[config.mk]
export PLATFORM = sky130hd
export DESIGN_NAME = vc_flow_injector
export DESIGN_NICKNAME = d
export VERILOG_FILES = /design/src/rtl/vc_flow_injector.sv
export SDC_FILE = /design/constraint.sdc
export NUM_CORES = 1
export LEC_CHECK = 0
export BUFFER_PORTS_ARGS = -buffer_cell sky130_fd_sc_hd__buf_2
export CAP_MARGIN = 20
export CORE_MARGIN = 3
export CORE_UTILIZATION = 50
export DETAILED_ROUTE_END_ITERATION = 6
export PLACE_DENSITY_LB_ADDON = 0.08
export SYNTH_ARGS = -nofsm -noshare
export SYNTH_HDL_FRONTEND = slang
export SYNTH_HIERARCHICAL = 1
export SYNTH_SLANG_ARGS = --single-unit
[constraint.sdc]
create_clock -name clk -period 4.4 [get_ports clk]
set_input_delay 0.22 -clock clk [delete_from_list [all_inputs] [get_ports clk]]
set_output_delay 0.22 -clock clk [all_outputs]
set_load 0.005 [all_outputs]
[src/rtl/vc_flow_injector.sv]
// Per-VC single-word holding stage feeding QoS, with round-robin arbitration,
// per-VC pause/resume tracking and an IDLE/RUN/DRAIN injection gate.

module vc_hold_slot #(
  parameter int DW = 4
) (
  input  logic          clk,
  input  logic          rst,
  input  logic          enb_i,
  input  logic          load_i,
  input  logic          drain_i,
  input  logic          pausa_i,
  input  logic          continuar_i,
  input  logic [DW-1:0] din_i,
  output logic          full_o,
  output logic          paused_o,
  output logic [DW-1:0] dout_o
);
  logic          full_q, paused_q;
  logic [DW-1:0] data_q;

  always_ff @(posedge clk or negedge rst) begin
    if (!rst) begin
      full_q   <= 1'b0;
      paused_q <= 1'b0;
      data_q   <= '0;
    end else if (enb_i) begin
      // pausa dominates when both flow-control requests arrive together
      if (pausa_i)          paused_q <= 1'b1;
      else if (continuar_i) paused_q <= 1'b0;
      // a refill in the same cycle as a drain keeps the slot full with new data
      if (load_i) begin
        full_q <= 1'b1;
        data_q <= din_i;
      end else if (drain_i) begin
        full_q <= 1'b0;
      end
    end
  end

  assign full_o   = full_q;
  assign paused_o = paused_q;
  assign dout_o   = data_q;
endmodule

module vc_flow_injector #(
  parameter int QUEUE_QUANTITY = 4,
  parameter int BUF_WIDTH      = 3,
  parameter int CNT_BITS       = 16,
  localparam int VCW = $clog2(QUEUE_QUANTITY),
  localparam int DW  = BUF_WIDTH + 1
) (
  input  logic                      clk,
  input  logic                      rst,
  input  logic                      enb,
  input  logic                      iniciar,
  input  logic                      detener,
  input  logic                      in_valid,
  input  logic [VCW-1:0]            in_vc,
  input  logic [DW-1:0]             in_data,
  output logic                      in_ready,
  input  logic [QUEUE_QUANTITY-1:0] pausa,
  input  logic [QUEUE_QUANTITY-1:0] continuar,
  output logic                      push,
  output logic [VCW-1:0]            vc_id,
  output logic [DW-1:0]             data_word,
  output logic [QUEUE_QUANTITY-1:0] paused,
  output logic                      idle,
  output logic [CNT_BITS-1:0]       word_count
);
  typedef enum logic [1:0] {S_IDLE, S_RUN, S_DRAIN} state_e;

  state_e                               state_q, state_d;
  logic   [VCW-1:0]                     ptr_q, ptr_d;
  logic                                 push_q;
  logic   [VCW-1:0]                     vc_id_q;
  logic   [DW-1:0]                      data_word_q;
  logic   [CNT_BITS-1:0]                cnt_q, cnt_d;

  logic   [QUEUE_QUANTITY-1:0]          full, paused_w, eligible, load, drain;
  logic   [QUEUE_QUANTITY-1:0][DW-1:0]  hold_data;
  logic                                 grant_vld;
  logic   [VCW-1:0]                     grant_idx, idx;
  logic                                 accept;

  for (genvar i = 0; i < QUEUE_QUANTITY; i++) begin : g_slot
    assign load[i]  = accept & (in_vc == VCW'(i));
    assign drain[i] = grant_vld & (grant_idx == VCW'(i));
    vc_hold_slot #(.DW(DW)) u_slot (
      .clk         (clk),
      .rst         (rst),
      .enb_i       (enb),
      .load_i      (load[i]),
      .drain_i     (drain[i]),
      .pausa_i     (pausa[i]),
      .continuar_i (continuar[i]),
      .din_i       (in_data),
      .full_o      (full[i]),
      .paused_o    (paused_w[i]),
      .dout_o      (hold_data[i])
    );
  end

  // A VC raising pausa this cycle is excluded before its pause bit registers.
  assign eligible = full & ~paused_w & ~pausa;

  always_comb begin
    grant_vld = 1'b0;
    grant_idx = '0;
    idx       = '0;
    if (enb && state_q != S_IDLE) begin
      for (int k = 0; k < QUEUE_QUANTITY; k++) begin
        idx = ptr_q + VCW'(k);
        if (!grant_vld && eligible[idx]) begin
          grant_vld = 1'b1;
          grant_idx = idx;
        end
      end
    end
  end

  assign in_ready = enb & (state_q == S_RUN) &
                    (~full[in_vc] | (grant_vld & (grant_idx == in_vc)));
  assign accept   = in_valid & in_ready;

  always_comb begin
    state_d = state_q;
    ptr_d   = ptr_q;
    cnt_d   = cnt_q;
    if (grant_vld) begin
      ptr_d = grant_idx + VCW'(1);
      cnt_d = cnt_q + CNT_BITS'(1);
    end
    case (state_q)
      S_IDLE:  if (iniciar) state_d = S_RUN;
      S_RUN:   if (detener) state_d = S_DRAIN;
      S_DRAIN: if (~|full && !push_q) state_d = S_IDLE;
      default: state_d = S_IDLE;
    endcase
  end

  always_ff @(posedge clk or negedge rst) begin
    if (!rst) begin
      state_q     <= S_IDLE;
      ptr_q       <= '0;
      push_q      <= 1'b0;
      vc_id_q     <= '0;
      data_word_q <= '0;
      cnt_q       <= '0;
    end else if (enb) begin
      state_q <= state_d;
      ptr_q   <= ptr_d;
      cnt_q   <= cnt_d;
      push_q  <= grant_vld;
      if (grant_vld) begin
        vc_id_q     <= grant_idx;
        data_word_q <= hold_data[grant_idx];
      end
    end
  end

  // push_q is frozen with enb low, so the word reappears once enb returns
  assign push       = push_q & enb;
  assign vc_id      = vc_id_q;
  assign data_word  = data_word_q;
  assign paused     = paused_w;
  assign idle       = (state_q == S_IDLE);
  assign word_count = cnt_q;
endmodule

* Word-level counts from Yosys, hierarchy flattened
Cells that the tools add are included.
Storage, ports and cells: logic and storage cells 142, bits of input ports 20, register bits 51, output and inout port bits 29
Cells by class: $lt $le $gt $ge 6, eq/ne operators 12, $add $sub $neg 5, bitwise logic cells 19, mux-type cells 45, reduce and logical (&&, ||, !) cells 37
Operators with widths (number):
- 1-bit two-way mux | 29
- 2-bit AND reduction | 13
- 2-bit by 3-bit < comparator with 1-bit output (second input constant) | 6
- 2-bit nonzero test | 9
- 16-bit by 1-bit adder with 16-bit output (second input constant) | 1
- 2-bit two-way mux | 8
- 1-bit AND | 13
- 1-bit binary-select mux with 2-bit select | 5
- 2-bit == test (second input constant) | 5
- 4-bit AND | 2
- 4-bit binary-select mux with 2-bit select | 1
- 4-bit inverter | 2
- 2-bit by 1-bit == test with 1-bit output (second input constant) | 3
- 2-bit zero test | 3
- 2-bit != test (second input constant) | 3
- 2-bit one-hot mux with 3 select lines | 1
- 1-bit logical AND | 5
- 1-bit zero test | 5
- 2-bit by 1-bit adder with 2-bit output (second input constant) | 2
- 2-bit adder (second input constant) | 2
- 4-bit two-way mux | 1
- 4-bit AND reduction | 1
- 4-bit OR reduction | 1
- 2-bit == test | 1
- 2 further kinds | 2

* Longest topological paths before layout
Gate-level depths: netlist of the first run.
depth after elaboration 27, mapped depth 11

* Modules after synthesis
Netlist of the first run, hierarchy kept.
Modules (own cells, without submodules):
- vc_flow_injector | sequential area each 675.6 µm², area each 1661.6 µm², cells an instance 165, instances 1
- vc_hold_slot | sequential area each 150.1 µm², area each 244.0 µm², cells an instance 15, instances 4

* Least setup slack after synthesis of the first run
No wires, ideal clock.
path kind reg-to-reg, from reg g_slot[3].u_slot.paused_q, to reg g_slot[3].u_slot.data_q[0], arrival time 2442 ps, setup slack 1833 ps, setup time 125 ps, stages on the path, launching flop included 10, path buffers 1, path through dfrtp_1 -> or3b_1 -> buf_4 -> o2bb2ai_2 -> a311oi_4 -> nor4b_1 -> o21ai_1 -> nor2_1 -> nand2_2 -> mux2_4
Between the ends: word-level cells in the longest chain between the ends 26
Ends and longest elaborated chain:
- from (decl) | line 19 | logic full_q, paused_q;
- from (signal assigned) | line 25 | paused_q <= 1'b0;
- from (signal assigned) | line 29 | if (pausa_i) paused_q <= 1'b1;
- from (signal assigned) | line 30 | else if (continuar_i) paused_q <= 1'b0;
- 4-bit inverter (*) | line 105 | assign eligible = full & ~paused_w & ~pausa;
- 4-bit AND (*) (2 in series) | line 105
- 1-bit binary-select mux with 2-bit select | line 114 | if (!grant_vld && eligible[idx]) begin
- 1-bit two-way mux (not written as such) | line 114
- 1-bit two-way mux | line 114
- 1-bit two-way mux | line 111 | if (enb && state_q != S_IDLE) begin
- 1-bit zero test | line 114
- 1-bit logical AND | line 114
- [... 10 more ...]
- 2-bit == test | line 123 | (~full[in_vc] | (grant_vld & (grant_idx == in_vc)));
- 1-bit AND (*) | line 123
- 1-bit OR (*) | line 123
- 1-bit AND (*) | line 122 | assign in_ready = enb & (state_q == S_RUN) &
- 1-bit AND (*) | line 124 | assign accept = in_valid & in_ready;
- 1-bit AND (*) | line 87 | assign load[i] = accept & (in_vc == VCW'(i));
- net load[3] | line 80 | logic [QUEUE_QUANTITY-1:0] full, paused_w, eligible, load, drain;
- 2-bit AND reduction (no source line) (*)
- to (signal assigned) | line 34 | data_q <= din_i;
- to (decl) | line 20 | logic [DW-1:0] data_q;
The timed path passes the listed nets; every way through them passes the cells marked *. The select of a mux whose other input is x is not followed. A chain may end at the register's enable or synchronous reset.

* Worst setup path in the final report of the first run
Ends and elaborated chain as after synthesis.

==> results of run 1 <==
-- placed cells by master, fill, tap and decap left out, drive strengths merged, types with 2 or more instances in the layout --
cell type | netlist | layout
o21bai | 3 | 3
dfrtp | 51 | 51
nor4b | 2 | 2
mux2 | 19 | 19
and3 | 3 | 3
inv | 7 | 8
buf | 1 | 49
and2 | 6 | 6
a21oi | 2 | 2
xor2 | 4 | 4
o21ai | 7 | 7
xnor2 | 12 | 12
a22o | 9 | 9
clkbuf | 3 | 5
ha | 5 | 5
nor3 | 3 | 3
nand4 | 9 | 9
and4 | 2 | 2
a22oi | 2 | 2
nand2b | 3 | 3
o211ai | 2 | 2
or3b | 4 | 4
nand2 | 31 | 31
nand3 | 3 | 3
nor2 | 11 | 11
-- cell families (layout without fill, tap and decap cells) --
kind of cell / Yosys count / in the layout / synth area share, %
compound gates: 36 / 36 / 12.5
xor+xnor: 16 / 16 / 5.31
fa+ha+maj: 5 / 5 / 2.37
buf+inv: 11 / 64 / 1.71
flops: 51 / 51 / 48.4
mux: 21 / 21 / 11.6
simple gates: 85 / 85 / 18.1
-- layout make-up --
| cell class | instances | area [sq um] |
|---|---|---|
| clock buffer | 5 | 68.8 |
| inverter | 7 | 26.3 |
| tap | 67 | 83.8 |
| clock inverter | 3 | 47.5 |
| timing repair buffer | 49 | 248 |
| fill | 435 | 1840 |
| multi-input combinational | 163 | 1320 |
| sequential | 51 | 1280 |
-- worst max path at each step --
stage	slack (ns)	endpoint	start
after CTS	1.54	g_slot[3].u_slot/dout_o[3]$_DFFE_PN0P_	g_slot[3].u_slot/paused_o$_DFFE_PN0P_
after detailed placement	1.55	g_slot[3].u_slot/dout_o[2]$_DFFE_PN0P_	g_slot[3].u_slot/paused_o$_DFFE_PN0P_
after global routing	1.33	g_slot[3].u_slot/dout_o[3]$_DFFE_PN0P_	g_slot[3].u_slot/paused_o$_DFFE_PN0P_
final	1.55	g_slot[3].u_slot/dout_o[0]$_DFFE_PN0P_	g_slot[3].u_slot/paused_o$_DFFE_PN0P_
after floorplan	1.83	g_slot[3].u_slot/dout_o[0]$_DFFE_PN0P_	g_slot[3].u_slot/paused_o$_DFFE_PN0P_
after global placement	1.62	g_slot[3].u_slot/dout_o[3]$_DFFE_PN0P_	g_slot[3].u_slot/paused_o$_DFFE_PN0P_
-- layer usage --
| layer | share of wire (%) | track usage (%) |
|---|---|---|
| met5 | 0 | 0 |
| met4 | 0.99 | 5.07 |
| met3 | 4.7 | 4.36 |
| met2 | 45 | 29.6 |
| met1 | 49 | 27.9 |
-- state kept, by name, indices dropped and copies added (netlist names) --
name and cells:
ptr_q 2, push_q 1, word_count 16, g_slot.u_slot/paused_o 4, state_q 2, data_word 4
g_slot.u_slot/dout_o 16, g_slot.u_slot/full_o 4, vc_id 2
-- power by group --
group	switching [uW]	total [uW]	internal, uW
registers	119	719	599
clock network	160	333	172
logic	198	454	256
total	478	1510	1030
-- critical path, stage by stage, from the launching register on --
cell	delay, ns
dfrtp_1	0.39
or3b_1	0.54
o2bb2ai_2	0.20
a311oi_4	0.53
nor4b_1	0.31
o21ai_1	0.11
nor2_1	0.19
nand2_2	0.13
mux2_4	0.32
-- stage by stage --
stage | area (sq um) | utilization, %
2_1_floorplan | 2640 | -
3_3_place_gp | 2950 | 60.1
3_5_place_dp | 2950 | 60.1
4_1_cts | 3070 | 62.4
5_1_grt | 3070 | 62.4
6_report | 3070 | 62.4
==> results_dict.tcl, run 1 <==
set metrics [dict create \
    skew_ns 0.00981 \
    globalplace.congestion 0.872 \
    worstSetupEndpointType "register" \
    tns_ns 0 \
    synth_area_sq_mm 0.00264 \
    maxCapViolCount 0 \
    dp_hpwl_um 3920 \
    cp.required_ns 4.60 \
    die_area_sq_mm 0.00618 \
    grt_pass1_vias 1827 \
    die_width_um 78.6 \
    drt_iter0_drc 84 \
    arrival_ns 3.05 \
    nets 302 \
    cellPowerDensity_mw_per_mm2 491 \
    async_flop_share_pct 100 \
    syn_nets 250 \
    status "completed" \
    crit_fanout 10 \
    synth_flop_cell "dfrtp_1" \
    postCtsSetupRepairBufs 0 \
    drc_errors 0 \
    first_pass_iters 5 \
    areaGrowthSynthToFinish_pct 16.3 \
    fmax_ghz 0.351 \
    core_area_sq_mm 0.00491 \
    initial_core_util_pct 53.7 \
    start_kind "register" \
    period_minus_slack_ns 2.85 \
    tritoncts "done" \
    drt-vias-per-instance 5.39 \
    slew_headroom_pct 57.8 \
    r2r_start "g_slot[3].u_slot/paused_o$_DFFE_PN0P_" \
    rows 25 \
    seq_area_frac_synth_pct 48.4 \
    finalWirelength_um 5440 \
    finalNonFillerCells 345 \
    dp.cells 337 \
    drive_above_1_share_pct 36.0 \
    period_share_pct 64.7 \
    cts_resized 0 \
    synth_common_cells "dfrtp_1, nand2_1, mux2_4, xnor2_1, nor2_1" \
    setup_ws_ns 1.55 \
    dp_slack_ns 1.55 \
    cts_root_buf "clkbuf_8" \
    yosys_warnings 6 \
    vias 1860 \
    io_buffers 48 \
    antenna_found_initial 0 \
    clk_pin_slew_ns 0.10 \
    critPathKind "register to register" \
    clkSinkCount 51 \
    hold_slack_ns 0.00749 \
    vdd_ir_drop_max_mv 0.237 \
    setup_viol 0 \
    synth_edf_count 0 \
    synth_top_area_share_pct 48.4 \
    r2r-end "g_slot[3].u_slot/dout_o[0]$_DFFE_PN0P_" \
    synth.area.top_cells "dfrtp_1, mux2_4, xnor2_1" \
    tightestPinTransition_ns 0.634 \
    finalPower_uw 1510 \
    cts_hold_repair.buffers 0 \
    diodes 0 \
    synth_cell_types 54 \
    p_leak_uw 0.00154 \
    maxSlewViolCount 0 \
    antenna_left 0 \
    cts_buffers 5 \
    drt-wirelength-per-cell_um 15.8 \
    die-height_um 78.6 \
    clock_latency_ns 0.31 \
    grt_usage_pct 19.4 \
    clockBufferDepth 2 \
    grt_max_degree 52 \
    htreeDepth 2 \
    ios 49 \
    grt-ovfl-total 0 \
    hold_viol 0 \
    reg2reg_slack_ns 1.55 \
    yosysTopAreaCell "dfrtp_1" \
    syn_inst 225 \
    grt_pass1_wl_um 9340 \
    ys_seq_elements 51 \
    avgSynthCellArea_sq_um 11.7 \
    rsz0062_at_grt "false" \
    holdCritPathClass "input pin to asynchronous set/reset pin" \
    ff2ff_path_depth 8 \
    yosysMostFrequentCell "dfrtp_1" \
]
No activity file was read; power rests on OpenSTA's default activity.
==> run 2: changes to the inputs <==
- clock period: 4.4 -> 2.8 ns (I/O delays scaled with it)
==> run 2 against run 1 <==
Compared with the run above:
- sequential power is 57% higher
- design area is 2.3% higher
- largest power group unchanged
- critical path depth is 1 higher
- clock-buffer cell count stayed put
==> results_dict.tcl, run 2 (synthesized netlist as in run 1, its figures left out) <==
set metrics [dict create \
    period_share_pct 94.7 \
    status "completed" \
    pwr-share-seq_pct 48.6 \
    grt_pass1_wl_um 9600 \
    slew_headroom_pct 67.3 \
    finalNonFillerCells 353 \
    hold_viol 0 \
    initial_core_util_pct 53.7 \
    swShare_pct 32.7 \
    p_sw_uw 762 \
    fmax_ghz 0.377 \
    period_minus_slack_ns 2.65 \
    crit_fanout 9 \
    clkSinkCount 51 \
    multi_input_area_sq_mm 0.00134 \
    clockBufferDepth 2 \
    nets 310 \
    p_leak_uw 0.00158 \
    globalplace.congestion 0.834 \
    setup_ws_ns 0.149 \
    htreeDepth 2 \
    maxCapViolCount 0 \
    cellPowerDensity_mw_per_mm2 742 \
    grt_usage_pct 19.5 \
    rsz0062_at_grt "false" \
    first_pass_iters 4 \
    clk_pin_slew_ns 0.10 \
    die_width_um 78.6 \
    seq_area_sq_mm 0.00128 \
    start_kind "register" \
    setup_viol 0 \
    drt-wirelength-per-cell_um 15.4 \
    drt_iter0_drc 78 \
    reg2reg_slack_ns 0.15 \
    drc_errors 0 \
    areaGrowthSynthToFinish_pct 19.0 \
    worstSetupEndpointType "register" \
    critPathKind "register to register" \
    vias 1937 \
    cts_buffers 5 \
    grt_max_degree 36 \
    dp.cells 343 \
    rows 25 \
    vdd_ir_drop_max_mv 0.523 \
    finalPower_uw 2330 \
    diodes 0 \
    maxSlewViolCount 0 \
    min_path_cells 2 \
    final_common_cell "dfrtp_1" \
    p_int_uw 1570 \
    holdCritPathClass "input pin to register" \
    dp_hpwl_um 4060 \
    dp_slack_ns 0.155 \
    drt-vias-per-instance 5.49 \
    final_cell_mix "dfrtp_1, buf_2, nand2_1" \
    arrival_ns 2.84 \
    antenna_found_initial 0 \
    die_area_sq_mm 0.00618 \
    grt-ovfl-total 0 \
    fill_cells 429 \
    tns_ns 0 \
    clock_latency_ns 0.30 \
    core_area_sq_mm 0.00491 \
    skew_ns 0.00638 \
    die-height_um 78.6 \
    ios 49 \
    cts_root_buf "clkbuf_8" \
    tightestPinTransition_ns 0.485 \
    tritoncts "done" \
    hold_slack_ns 0.0765 \
    io_buffers 48 \
    cp.required_ns 2.99 \
    grt_pass1_vias 1945 \
    ff2ff_path_depth 9 \
    p_clk_share_pct 18.9 \
    drive_above_1_share_pct 39.2 \
    antenna_left 0 \
    p_comb_share_pct 32.5 \
    finalWirelength_um 5430 \
]
[run 2: final cells by class]
type                    instances  share of cell area, %
clock buffers                   5                   2.19
flip-flops and latches         51                   40.7
multi-input cells             163                   42.8
repair buffers                 57                   9.89
clock inverters                 3                  0.917
well taps                      67                   2.67
inverters                       7                  0.837
[run 2: worst max-delay path, cell delays in order (launching register included)]
cell,delay [ns]
dfrtp_1,0.42
or3b_2,0.56
o2bb2ai_2,0.22
a311oi_4,0.07
buf_4,0.21
nor4_1,0.28
o21bai_1,0.12
nor2_1,0.18
nand2_2,0.16
mux2_4,0.33
[run 2: final timing paths]
path / from / to
setup / recovery: g_slot[2].u_slot/paused_o$_DFFE_PN0P_ / g_slot[2].u_slot/dout_o[3]$_DFFE_PN0P_
hold / removal: detener / state_q[1]$_DFFE_PN0P_
setup reg to reg: g_slot[2].u_slot/paused_o$_DFFE_PN0P_ / g_slot[2].u_slot/dout_o[3]$_DFFE_PN0P_
hold reg to reg: word_count[15]$_DFFE_PN0P_ / word_count[15]$_DFFE_PN0P_
max in group asynchronous: rst / ptr_q[1]$_DFFE_PN0P_
min in group asynchronous: rst / g_slot[0].u_slot/paused_o$_DFFE_PN0P_
[run 2: power by group through the flow]
stage               Combinational (uW)  Clock (uW)  Sequential, uW
finish                             756         441            1130
global route                       845         489            1170
CTS                                752         459            1120
detailed placement                 746           0            1140
global placement                   734           0            1130
floorplan                          524           0            1090
[run 2: per-stage QoR]
stage / area [sq um] / utilization [%]
CTS: 3100 / 63.2
global route: 3140 / 63.9
finish: 3140 / 63.9
floorplan: 2640 / -
global placement: 3000 / 61.0
detailed placement: 3000 / 61.0
[run 2: repair_timing]
action                                  in CTS  in global routing
hold endpoints to repair                    16                  0
endpoints found under the setup margin       0                 14
setup buffers                                0                  1
resized for setup                            0                  6
hold buffers                                 1                  0
[run 2: per-layer routing]
| metal | GRT usage, % | share of wire, % | routed length (um) | up-vias |
|---|---|---|---|---|
| li1 | - | - | - | 940 |
| met1 | 29.3 | 50 | 2710 | 950 |
| met2 | 29.6 | 44 | 2400 | 43 |
| met3 | 4.01 | 5.3 | 286 | 4 |
| met4 | 3.32 | 0.74 | 40 | 0 |
| met5 | 0 | 0 | 0 | - |
==> run 3: changes to the inputs <==
- ABC_AREA: default -> 1
==> run 3 against run 2 <==
Compared with the run above:
- cell count rose by 38%
- clock power barely moved
- routed wire length rose by 23%
- via count rose by 28%
- synthesized cell count rose by 58%
- synthesized area rose by 9.8%
- clock-buffer cell count did not move
- non-clock buffer count rose by 4
- sequential cell count did not move
- design area rose by 6.3%
- first-iteration DRC count rose by 54%
==> results_dict.tcl, run 3 <==
set metrics [dict create \
    status "completed" \
    cellPowerDensity_mw_per_mm2 930 \
    die-height_um 82.1 \
    areaGrowthSynthToFinish_pct 15.2 \
    hold_viol 0 \
    slew_headroom_pct 60.2 \
    clk_pin_slew_ns 0.10 \
    synth_top_area_share_pct 44.1 \
    period_share_pct 85.8 \
    rsz0062_at_grt "false" \
    syn_nets 381 \
    fmax_ghz 0.416 \
    final_cell_mix "nand2_1, dfrtp_1, buf_2" \
    skew_ns 0.00692 \
    grt_pass1_vias 2238 \
    start_kind "register" \
    setup_viol 0 \
    antenna_left 0 \
    ff2ff_path_depth 17 \
    clkSinkCount 51 \
    globalplace.congestion 0.966 \
    initial_core_util_pct 52.3 \
    tightestPinTransition_ns 0.597 \
    min_path_cells 3 \
    avgSynthCellArea_sq_um 8.13 \
    cts_buffers 5 \
    antenna_found_initial 0 \
    hp-start "pausa[2]" \
    final_common_cell "nand2_1" \
    grt_pass1_wl_um 10700 \
    worstSetupEndpointType "primary output" \
    hold_slack_ns 0.0385 \
    finalWirelength_um 6660 \
    p_sw_uw 1380 \
    dp.cells 477 \
    maxCapViolCount 0 \
    drt-vias-per-instance 5.10 \
    p_clk_share_pct 14.2 \
    setup_ws_ns 0.397 \
    seq_area_frac_synth_pct 44.1 \
    die_area_sq_mm 0.00674 \
    fin_area_sq_mm 0.00333 \
    synth.area.top_cells "dfrtp_1, nand2_1, nand3_1" \
    yosysMostFrequentCell "nand2_1" \
    io_buffers 48 \
    p_leak_uw 0.00187 \
    syn_inst 356 \
    crit_fanout 10 \
    clock_latency_ns 0.31 \
    tns_ns 0 \
    nets 440 \
    r2r-end "g_slot[2].u_slot/dout_o[0]$_DFFE_PN0P_" \
    reg2reg_slack_ns 0.43 \
    async_flop_share_pct 100 \
    drt-wirelength-per-cell_um 13.6 \
    core_area_sq_mm 0.00554 \
    tritoncts "done" \
    holdCritPathClass "input pin to register" \
    cp.required_ns 2.66 \
    clockBufferDepth 2 \
    yosys_warnings 6 \
    drt_iter0_drc 120 \
    p_comb_share_pct 47.3 \
    vdd_ir_drop_max_mv 0.566 \
    die_width_um 82.1 \
    synth_flop_cell "dfrtp_1" \
    grt-ovfl-total 0 \
    vias 2489 \
    maxSlewViolCount 0 \
    cts_root_buf "clkbuf_8" \
    synth_edf_count 0 \
    drive_above_1_share_pct 23.3 \
    worstHoldEndpoint "g_slot[2].u_slot/paused_o$_DFFE_PN0P_" \
    p_int_uw 1720 \
    htreeDepth 2 \
    ys_seq_elements 51 \
    pwr-share-seq_pct 38.5 \
    drc_errors 0 \
    dp_slack_ns 0.170 \
    swShare_pct 44.6 \
    first_pass_iters 4 \
    synth_cell_types 31 \
    arrival_ns 2.26 \
    r2r_start "ptr_q[0]$_DFFE_PN0P_" \
    place_area_sq_mm 0.00321 \
    synth_area_sq_mm 0.00290 \
    critPathKind "register to primary output" \
    synth_common_cells "nand2_1, dfrtp_1, nand3_1, inv_1, nor2_1" \
    rows 27 \
    finalNonFillerCells 488 \
    diodes 0 \
    grt_usage_pct 21.0 \
    ios 49 \
    dp_hpwl_um 5040 \
    grt_max_degree 36 \
    yosysTopAreaCell "dfrtp_1" \
    period_minus_slack_ns 2.40 \
]
## run 3: changes by cell type in the layout (fill, tap and decap cells not counted), sizes merged, moves of 4 or more
cell	previous run	this run
and2	6	0
mux2	19	1
nand3	3	47
inv	8	38
xor2	4	8
nor2	11	32
buf	56	60
a22o	9	0
nand4	9	18
nand2	31	116
or3b	4	0
## run 3: metrics by stage
stage,power [uW],util (%)
after global routing,3390,60.2
after global placement,2640,58.0
after detailed placement,2650,58.0
after floorplan,2250,-
final,3100,60.2
after CTS,3100,59.8
## run 3: cells by family after synthesis
kind of cell | after synthesis | synth area share [%]
AOI/OAI and AO/OA | 19 | 4.24
adders and majority gates | 5 | 2.16
DFF | 51 | 44.1
buffers and inverters | 46 | 7.82
and+or+nand+nor | 217 | 35.9
xor gates and xnor gates | 17 | 5.40
muxes | 1 | 0.389
## run 3: repair_timing
item | CTS | global route
hold endpoints to repair | 25 | 0
hold buffers | 1 | 0
setup endpoints to repair | 0 | 18
buffers inserted | 0 | 2
resized for setup | 0 | 2
## run 3: how the worst max path moves through the flow
stage                    startpoint                                      to  slack [ns]  cells past startpoint
2_1_floorplan  ptr_q[1]$_DFFE_PN0P_  g_slot[1].u_slot/dout_o[0]$_DFFE_PN0P_        0.68                     17
3_3_place_gp   ptr_q[0]$_DFFE_PN0P_  g_slot[3].u_slot/dout_o[0]$_DFFE_PN0P_        0.23                     17
3_5_place_dp   ptr_q[0]$_DFFE_PN0P_  g_slot[3].u_slot/dout_o[1]$_DFFE_PN0P_        0.17                     17
4_1_cts        ptr_q[0]$_DFFE_PN0P_  g_slot[3].u_slot/dout_o[1]$_DFFE_PN0P_        0.17                     17
5_1_grt        ptr_q[0]$_DFFE_PN0P_  g_slot[0].u_slot/dout_o[0]$_DFFE_PN0P_        0.06                     17
6_report       ptr_q[0]$_DFFE_PN0P_                                in_ready        0.40                     12
## run 3: power by group through the flow
stage          Combinational (uW)  Sequential (uW)  Clock, uW
6_report                     1470             1190        440
3_5_place_dp                 1450             1200          0
3_3_place_gp                 1440             1200          0
5_1_grt                      1680             1230        487
4_1_cts                      1450             1190        454
2_1_floorplan                1110             1140          0
## run 3: metal layers
layer	GRT usage [%]	vias up	routed length (um)
met5	0	-	0
met4	5.15	0	53
met3	3.69	6	220
met2	34.7	39	3190
met1	28.6	1175	3200
li1	-	1269	-
## run 3: layout make-up
cell class              instances  area [sq um]
clock buffers                   5          68.8
inverters                      37           139
flip-flops and latches         51          1280
multi-input cells             259          1400
repair buffers                 61           340
clock inverters                 3          23.8
well taps                      72          90.1
fillers                       535          2210
## run 3: worst max-delay path, stage by stage (launching register included)
cell and delay [ns]:
dfrtp_2 0.50, inv_2 0.17, nand4_1 0.12, nand3_1 0.10, nand2_2 0.09, nand2_1 0.09
nand3_1 0.16, nand3_1 0.14, nand2_1 0.06, nor2_1 0.08, nand3_1 0.08, a21boi_0 0.20
buf_2 0.16
